<file path="src/rtl/fetch_pkg.sv">
// Shared types and constants for the instruction fetch controller and its buffer.
package fetch_pkg;

  typedef enum logic [1:0] {
    BOOT   = 2'd0,
    RUN    = 2'd1,
    HALTED = 2'd2,
    FAULT  = 2'd3
  } fetch_state_t;

  localparam int WORD_BYTES         = 4;
  localparam int DEFAULT_IMEM_WORDS = 64;

  typedef struct packed {
    logic [31:0] pc;
    logic [31:0] instr;
  } fetch_entry_t;

endpackage

</file>
<file path="src/rtl/fetch_fifo.sv">
// Small FIFO of fetched {pc, instr} entries with flush; head is read combinationally.
module fetch_fifo
  import fetch_pkg::*;
#(
  parameter int DEPTH = 2,
  parameter int CNT_W = $clog2(DEPTH + 1)
) (
  input  logic             clk,
  input  logic             reset,
  input  logic             push,
  input  logic             pop,
  input  logic             flush,
  input  fetch_entry_t     push_entry,
  output fetch_entry_t     head,
  output logic [CNT_W-1:0] count
);

  localparam int PTR_W = (DEPTH > 1) ? $clog2(DEPTH) : 1;

  fetch_entry_t     mem [DEPTH];
  logic [PTR_W-1:0] rd_ptr;
  logic [PTR_W-1:0] wr_ptr;
  logic             do_push;
  logic             do_pop;

  // Guard against over/underflow even if the controller misbehaves.
  assign do_push = push && (count != CNT_W'(DEPTH));
  assign do_pop  = pop && (count != '0);
  assign head    = mem[rd_ptr];

  function automatic logic [PTR_W-1:0] ptr_inc(input logic [PTR_W-1:0] p);
    return (p == PTR_W'(DEPTH - 1)) ? '0 : p + 1'b1;
  endfunction

  always_ff @(posedge clk) begin
    if (reset || flush) begin
      rd_ptr <= '0;
      wr_ptr <= '0;
      count  <= '0;
    end else begin
      if (do_push) wr_ptr <= ptr_inc(wr_ptr);
      if (do_pop)  rd_ptr <= ptr_inc(rd_ptr);
      count <= count + CNT_W'(do_push) - CNT_W'(do_pop);
    end
  end

  always_ff @(posedge clk) begin
    if (do_push && !reset && !flush) mem[wr_ptr] <= push_entry;
  end

endmodule

</file>
<file path="src/rtl/fetch_ctrl.sv">
// Instruction fetch controller: walks the PC through imem, buffers fetched words
// for decode, and handles redirect, halt and out-of-range faults.
module fetch_ctrl
  import fetch_pkg::*;
#(
  parameter int          IMEM_WORDS = DEFAULT_IMEM_WORDS,
  parameter logic [31:0] RESET_PC   = 32'h0000_0000,
  parameter int          FIFO_DEPTH = 2
) (
  input  logic        clk,
  input  logic        reset,
  output logic [31:0] imem_addr,
  input  logic [31:0] imem_instr,
  input  logic        redirect_valid,
  input  logic [31:0] redirect_pc,
  input  logic        halt,
  output logic        dec_valid,
  input  logic        dec_ready,
  output logic [31:0] dec_instr,
  output logic [31:0] dec_pc,
  output logic        out_of_range,
  output logic [15:0] fetch_count
);

  localparam int CNT_W = $clog2(FIFO_DEPTH + 1);

  fetch_state_t     state, state_next;
  logic [29:0]      pc_word, pc_word_next;
  logic             oor_next;
  logic             push, pop, flush, full;
  logic             pc_in_range, redir_in_range;
  logic [CNT_W-1:0] count;
  fetch_entry_t     push_entry, head;
  logic             unused_redirect_bits;

  // PC is kept word-indexed; the byte offset of a redirect target is dropped.
  assign unused_redirect_bits = ^redirect_pc[1:0];

  assign imem_addr      = {pc_word, 2'b00};
  assign pc_in_range    = {2'b00, pc_word} < 32'(IMEM_WORDS);
  assign redir_in_range = {2'b00, redirect_pc[31:2]} < 32'(IMEM_WORDS);
  assign full           = (count == CNT_W'(FIFO_DEPTH));
  assign dec_valid      = (count != '0);
  assign pop            = dec_valid && dec_ready && !flush;
  assign push_entry     = '{pc: imem_addr, instr: imem_instr};
  assign dec_pc         = head.pc;
  assign dec_instr      = head.instr;

  always_ff @(posedge clk) begin
    if (reset) begin
      state        <= BOOT;
      pc_word      <= RESET_PC[31:2];
      out_of_range <= 1'b0;
      fetch_count  <= '0;
    end else begin
      state        <= state_next;
      pc_word      <= pc_word_next;
      out_of_range <= oor_next;
      if (push) fetch_count <= fetch_count + 16'd1;
    end
  end

  always_comb begin
    state_next   = state;
    pc_word_next = pc_word;
    oor_next     = out_of_range;
    push         = 1'b0;
    flush        = 1'b0;
    if (state == BOOT) begin
      state_next = RUN;
    end else if (redirect_valid) begin
      flush        = 1'b1;
      pc_word_next = redirect_pc[31:2];
      if (state == FAULT && redir_in_range) begin
        state_next = RUN;
        oor_next   = 1'b0;
      end
    end else begin
      case (state)
        RUN: begin
          if (halt) begin
            state_next = HALTED;
          end else if (!pc_in_range) begin
            state_next = FAULT;
            oor_next   = 1'b1;
          end else if (!full) begin
            push         = 1'b1;
            pc_word_next = pc_word + 30'd1;
          end
        end
        HALTED:  if (!halt) state_next = RUN;
        default: ;
      endcase
    end
  end

  fetch_fifo #(
    .DEPTH (FIFO_DEPTH),
    .CNT_W (CNT_W)
  ) u_fifo (
    .clk        (clk),
    .reset      (reset),
    .push       (push),
    .pop        (pop),
    .flush      (flush),
    .push_entry (push_entry),
    .head       (head),
    .count      (count)
  );

endmodule

</file>
<file path="config.mk">
export PLATFORM = sky130hd
export DESIGN_NAME = fetch_ctrl
export DESIGN_NICKNAME = d
export VERILOG_FILES = /design/src/rtl/fetch_pkg.sv /design/src/rtl/fetch_fifo.sv /design/src/rtl/fetch_ctrl.sv
export SDC_FILE = /design/constraint.sdc
export NUM_CORES = 1
export LEC_CHECK = 0
export CORE_MARGIN = 4
export CORE_UTILIZATION = 40
export DETAILED_ROUTE_END_ITERATION = 10
export GPL_ROUTABILITY_DRIVEN = 0
export GPL_TIMING_DRIVEN = 0
export PLACE_DENSITY = 0.74
export SYNTH_ARGS = -nofsm -noshare
export SYNTH_HDL_FRONTEND = slang
export SYNTH_SLANG_ARGS = --single-unit
</file>
<file path="constraint.sdc">
create_clock -name clk -period 10.5 [get_ports clk]
set_input_delay 2.625 -clock clk [delete_from_list [all_inputs] [get_ports clk]]
set_output_delay 2.625 -clock clk [all_outputs]
set_load 0.1 [all_outputs]
</file>
Word level (Yosys, flattened, before mapping) --
Memories as Yosys holds them, arrays and structs flattened. A register that Yosys moved wholly into a read port is not among the register bits. Index checks and enable logic that the tools add are counted.
Operators by class: bitwise operators 1, $add $sub $neg 6, equal/unequal tests 14, reduce and logical (&&, ||, !) cells 21, mux-type cells 31, $lt $le $gt $ge 2
Operator list (number):
- $mux 30 | 5
- $lt 30x7->1 const B | 2
- $add 30x1->30 const B | 1
- $mux 1 | 20
- $add 16x1->16 const B | 1
- $mux 2 | 5
- $reduce_and 5->1 | 2
- $ne 2x2->1 const B | 4
- $ne 4x4->1 const B | 2
- $reduce_and 4->1 | 2
- $logic_and 1x1->1 | 7
- $eq 2x2->1 const B | 3
- $reduce_bool 2->1 | 3
- $ne 5x5->1 const B | 1
- $pmux 2 s2 | 1
- $reduce_bool 4->1 | 1
- $ne 3x1->1 const B | 1
- $ne 3x3->1 const B | 1
- $reduce_bool 3->1 | 1
- $add 1x1->1 const B | 2
- $add 2x1->2 | 1
- $eq 2x1->1 const B | 1
- $logic_not 1->1 | 2
- $logic_not 2->1 | 1
- other kinds (5) | 5
Word-level totals: flip-flop bits (word level) 53, bits of input ports 69, memories kept 1, logic and storage cells 84, output and inout bits 114, bits in writable memories 124
Memories:
- u_fifo.mem | depth 2, width 62, rd ports 1, clocked after memory_dff 1, wr ports 1, line fetch_fifo.sv:20 | fetch_entry_t mem [DEPTH];

Longest topological paths before layout --
word-level depth 12, depth in mapped cells 9

Modules after synthesis --
Synthesis repeated with hierarchy kept, for this count alone.
Second synthesis, totals: cells, all modules 579, area total of the unflattened synthesis 7983.9 µm²
By module, submodules not included:
- fetch_fifo | times used 1, cells an instance 223, area each 5153.7 µm², sequential area each 3943.8 µm²
- fetch_ctrl | times used 1, cells an instance 356, area each 2830.2 µm², sequential area each 980.9 µm²

Least setup slack after synthesis --
No wires, ideal clock.
kind input -> register, start point input redirect_valid, end point memory u_fifo.mem[0][0] (netlist bit), enable pin, data arrival time 7856 ps, data required time 9942 ps, stages 5, setup slack 2086 ps, buffers on the path 1, path through buf_6 > nor4b_2 > and2_1 > nand3_1 > nor3_1
Between the ends: word-level cells in the longest chain between the ends 7, elaborated cells on any way between the ends 10
Ends and longest elaborated chain:
- start, declared | line fetch_ctrl.sv:14 | input logic redirect_valid,
- $mux 1 | line fetch_ctrl.sv:71 | end else if (redirect_valid) begin
- $mux 1 | line fetch_ctrl.sv:69 | if (state == BOOT) begin
- $logic_and 1x1->1 | line fetch_fifo.sv:27 | assign do_push = push && (count != CNT_W'(DEPTH));
- $logic_and 1x1->1 | line fetch_fifo.sv:48 | if (do_push && !reset && !flush) mem[wr_ptr] <= push_entry;
- $logic_and 1x1->1 (*) | line fetch_fifo.sv:48
- $mux 1 (*) | line fetch_fifo.sv:48
- $mux 1 (not written as such) (*) | line fetch_fifo.sv:48
- end, declared | line fetch_fifo.sv:20
Every way passes the cells marked *; elsewhere a longest branch is shown, timed or not.

==> results.md <==
- Vias in the first global route: 5465
- Least-Margin Pin Slew: 1028 ps
- Clock power share: 0.391
- Ratio of cells with drive above 1 in the final layout: 0.1588
- # setup viols final: 0
- Post-synth EDFFs: 124
- HPWL after DPL: 14580 um
- Post-synth top area share: 0.4960
- Synth Instances: 579
- Comb pwr share: 0.126
- Post-route ant nets: 0
- Die Wd: 145.0 um
- Fin util: 0.5637
- Leakage: 0.003372 uW
- Yosys cell types: 56
- Fmax: 172.3 MHz
- FF-to-FF setup slack: 7150 ps
- Switch Pwr: 429.7 uW
- VDD IR max: 0.1105 mV
- Post-CTS sizing: 0
- Seq/Total Area, Yosys: 0.6400
- Critical path endpoint category: output port
- DRT Wirelength: 19950 um
- Vias/cell: 5.529
- Synth warn: 0
- CTS Sinks: 178
- Depth of the worst hold-timing path: 2
- Worst R2R Path Depth: 9
- Fin nets: 864
- H-tree depth: 4
- Slowest-stage cell, CP: clkdlybuf4s50_1
- Ranking of synthesized cells by area: edfxtp_1 50%, dfxtp_1 14%, mux2_2 9.6%
- Initial antenna violation count: 0
- Hold-fix buffers at CTS: 0
- Largest net degree at the start of global routing: 17
- Mapped Area: 0.007507 mm^2
- Initial cell density of the core: 0.4123
- Max Slew Vio Count: 0
- Vias: 5689
- Final hold viol count: 0
- Tmin final: 5803 ps
- Clock transition at the registers of the reported paths: 60 ps
- Max Cap Viol: 0
- Worst slew margin: 0.3127
- Crit start category: register
- Total global-route track usage: 0.1872
- Final clock skew: 10.48 ps
- CTS tree: built
- Grt ovf: 0
- Clock buffer count from CTS: 17
- HP Class: register to register
- Core Box Area: 0.01821 mm^2
- Sw Share: 0.2672
- Seq pwr share: 0.483
- Mean Syn Cell Area: 12.97 um^2
- Post-CTS setup buffers: 0
- Input/output buffers: 174
- Prevailing post-synth register cell: edfxtp_1
- Ordered cell list for the critical path: clkbuf_1 -> clkbuf_1 -> mux2_2 -> clkdlybuf4s50_1
- Int Pwr: 1178 uW
- Dominant cell type by area after synthesis: edfxtp_1
- Status: completed
- Placed cell count: 997
- Drt wl/cell: 19.39 um
- Die H: 145.0 um
- CTS max path bufs: 2
- Period utilization: 0.5526
- First-pass GRT wire length: 31310 um
- CP dominant cell by count: clkbuf_1
- CP Class: register to output port
- Crit-path max cell delay: 1130 ps
- Clk_lat worst skew: 430 ps
- CP Data Required Time: 7880 ps
- Asr flop ratio synth: 0
- PD cells: 156.7 mW/mm^2
- First DRT Iteration DRCs: 454
- Row count: 49
- Crit path arrival time: 3180 ps
- Io pins: 183
- Yosys reg bits: 178
- Critical path peak fanout: 10
- Finished Layout Cells: 1029
- DIE AREA: 0.02102 mm^2
- Root Driver: clkbuf_16
- RSZ-0062 raised after global routing: no
- P&R area growth vs syn: 36.73%
- Pre-antenna DRT Iters: 5
- # DRC: 0
- Antenna Cells: 0
-- metrics by stage --
stage	TNS [ps]	instance area [um^2]	hold slack (ps)	worst slack, ps	power, uW
2_1_floorplan	0	7518	472.5	2086	921.4
3_3_place_gp	-142000	9547	489.0	-1156	990.8
3_5_place_dp	0	9681	490.8	4750	993.1
4_1_cts	0	10260	508.7	4556	1621
5_1_grt	0	10260	529.5	4524	1660
6_report	0	10260	502.6	4697	1608
-- final timing paths --
kind                                   start                         end
setup / recovery                    register                dec_instr[4]
hold / removal    u_fifo.rd_ptr$_SDFFE_PP0P_                    register
setup reg to reg       state[1]$_SDFFE_PP0P_  u_fifo.mem[1][4]$_DFFE_PP_
hold reg to reg   u_fifo.rd_ptr$_SDFFE_PP0P_                    register
-- power by group through the flow --
stage,Combinational [uW],Clock [uW],Sequential (uW)
floorplan,80.5,0,841
global placement,199,0,792
detailed placement,201,0,792
CTS,202,642,777
global route,212,670,779
finish,203,628,777
-- state kept, by name, indices dropped and copies added (netlist names), named ones only --
register,count
u_fifo.rd_ptr,1
u_fifo.count,2
state,2
u_fifo.mem,124
out_of_range,1
u_fifo.wr_ptr,1
pc_word,30
fetch_count,16
-- synth_stat cells (7+ instances only) --
library cell	instances
nand3_1	14
nand4_1	15
o31ai_1	7
nor4_1	11
ha_1	8
a211oi_1	10
a31oi_1	7
inv_1	16
o21ai_0	18
edfxtp_1	124
nor3_1	18
mux2_2	64
dfxtp_1	54
a21oi_1	24
nor2_1	38
clkbuf_1	22
nand2_1	38
-- layer usage --
metal / track usage / share of wire / vias to the layer above
li1: - / - / 2628
met1: 0.2453 / 0.43 / 2772
met2: 0.3080 / 0.48 / 257
met3: 0.04740 / 0.077 / 32
met4: 0.05891 / 0.019 / 0
met5: 0 / 0 / -
-- area by class of cell --
class,count,area (um^2)
flip-flops and latches,178,4805
multi-input cells,355,2505
fillers,1505,7944
clock inverters,14,155.1
inverters,17,63.81
repair buffers,186,1866
plain buffers,32,155.1
clock buffers,18,429.2
well taps,229,286.5
-- critical path, delay by kind of cell (launching register included) --
kind / cells / cell delay, ps
buffers and inverters: 3 / 2160
flip-flops: 1 / 310
multiplexers: 1 / 270
-- kinds of logic after synthesis --
group           count (synthesis)  synth area share
compound gates                 93           0.08067
xor+xnor                        6          0.007001
fa+ha+maj                       8           0.01333
buf+inv                        49           0.02917
flops                         178            0.6400
mux                            69            0.1027
other cells                     1         0.0004995
simple gates                  175            0.1267
-- cell usage in the layout, fill, tap and decap left out, types with 4 or more instances in the layout --
cell type	n
conb_1	4
nand2b_1	4
and2_1	4
clkbuf_1	23
buf_6	11
nand3_1	14
a21oi_1	24
o21ai_0	18
a211oi_1	10
nor2_1	38
nor4_1	11
nor4_2	6
buf_4	8
nor3_1	16
ha_1	8
a221oi_1	4
or4_1	5
nand4_1	15
or3_1	6
nand2_1	38
dfxtp_1	54
mux2_2	64
edfxtp_1	124
a31oi_1	7
mux2i_1	5
o31ai_1	7
clkinv_4	5
inv_1	16
clkdlybuf4s50_1	174
clkbuf_16	17
No activity file was read; power rests on OpenSTA's default activity.
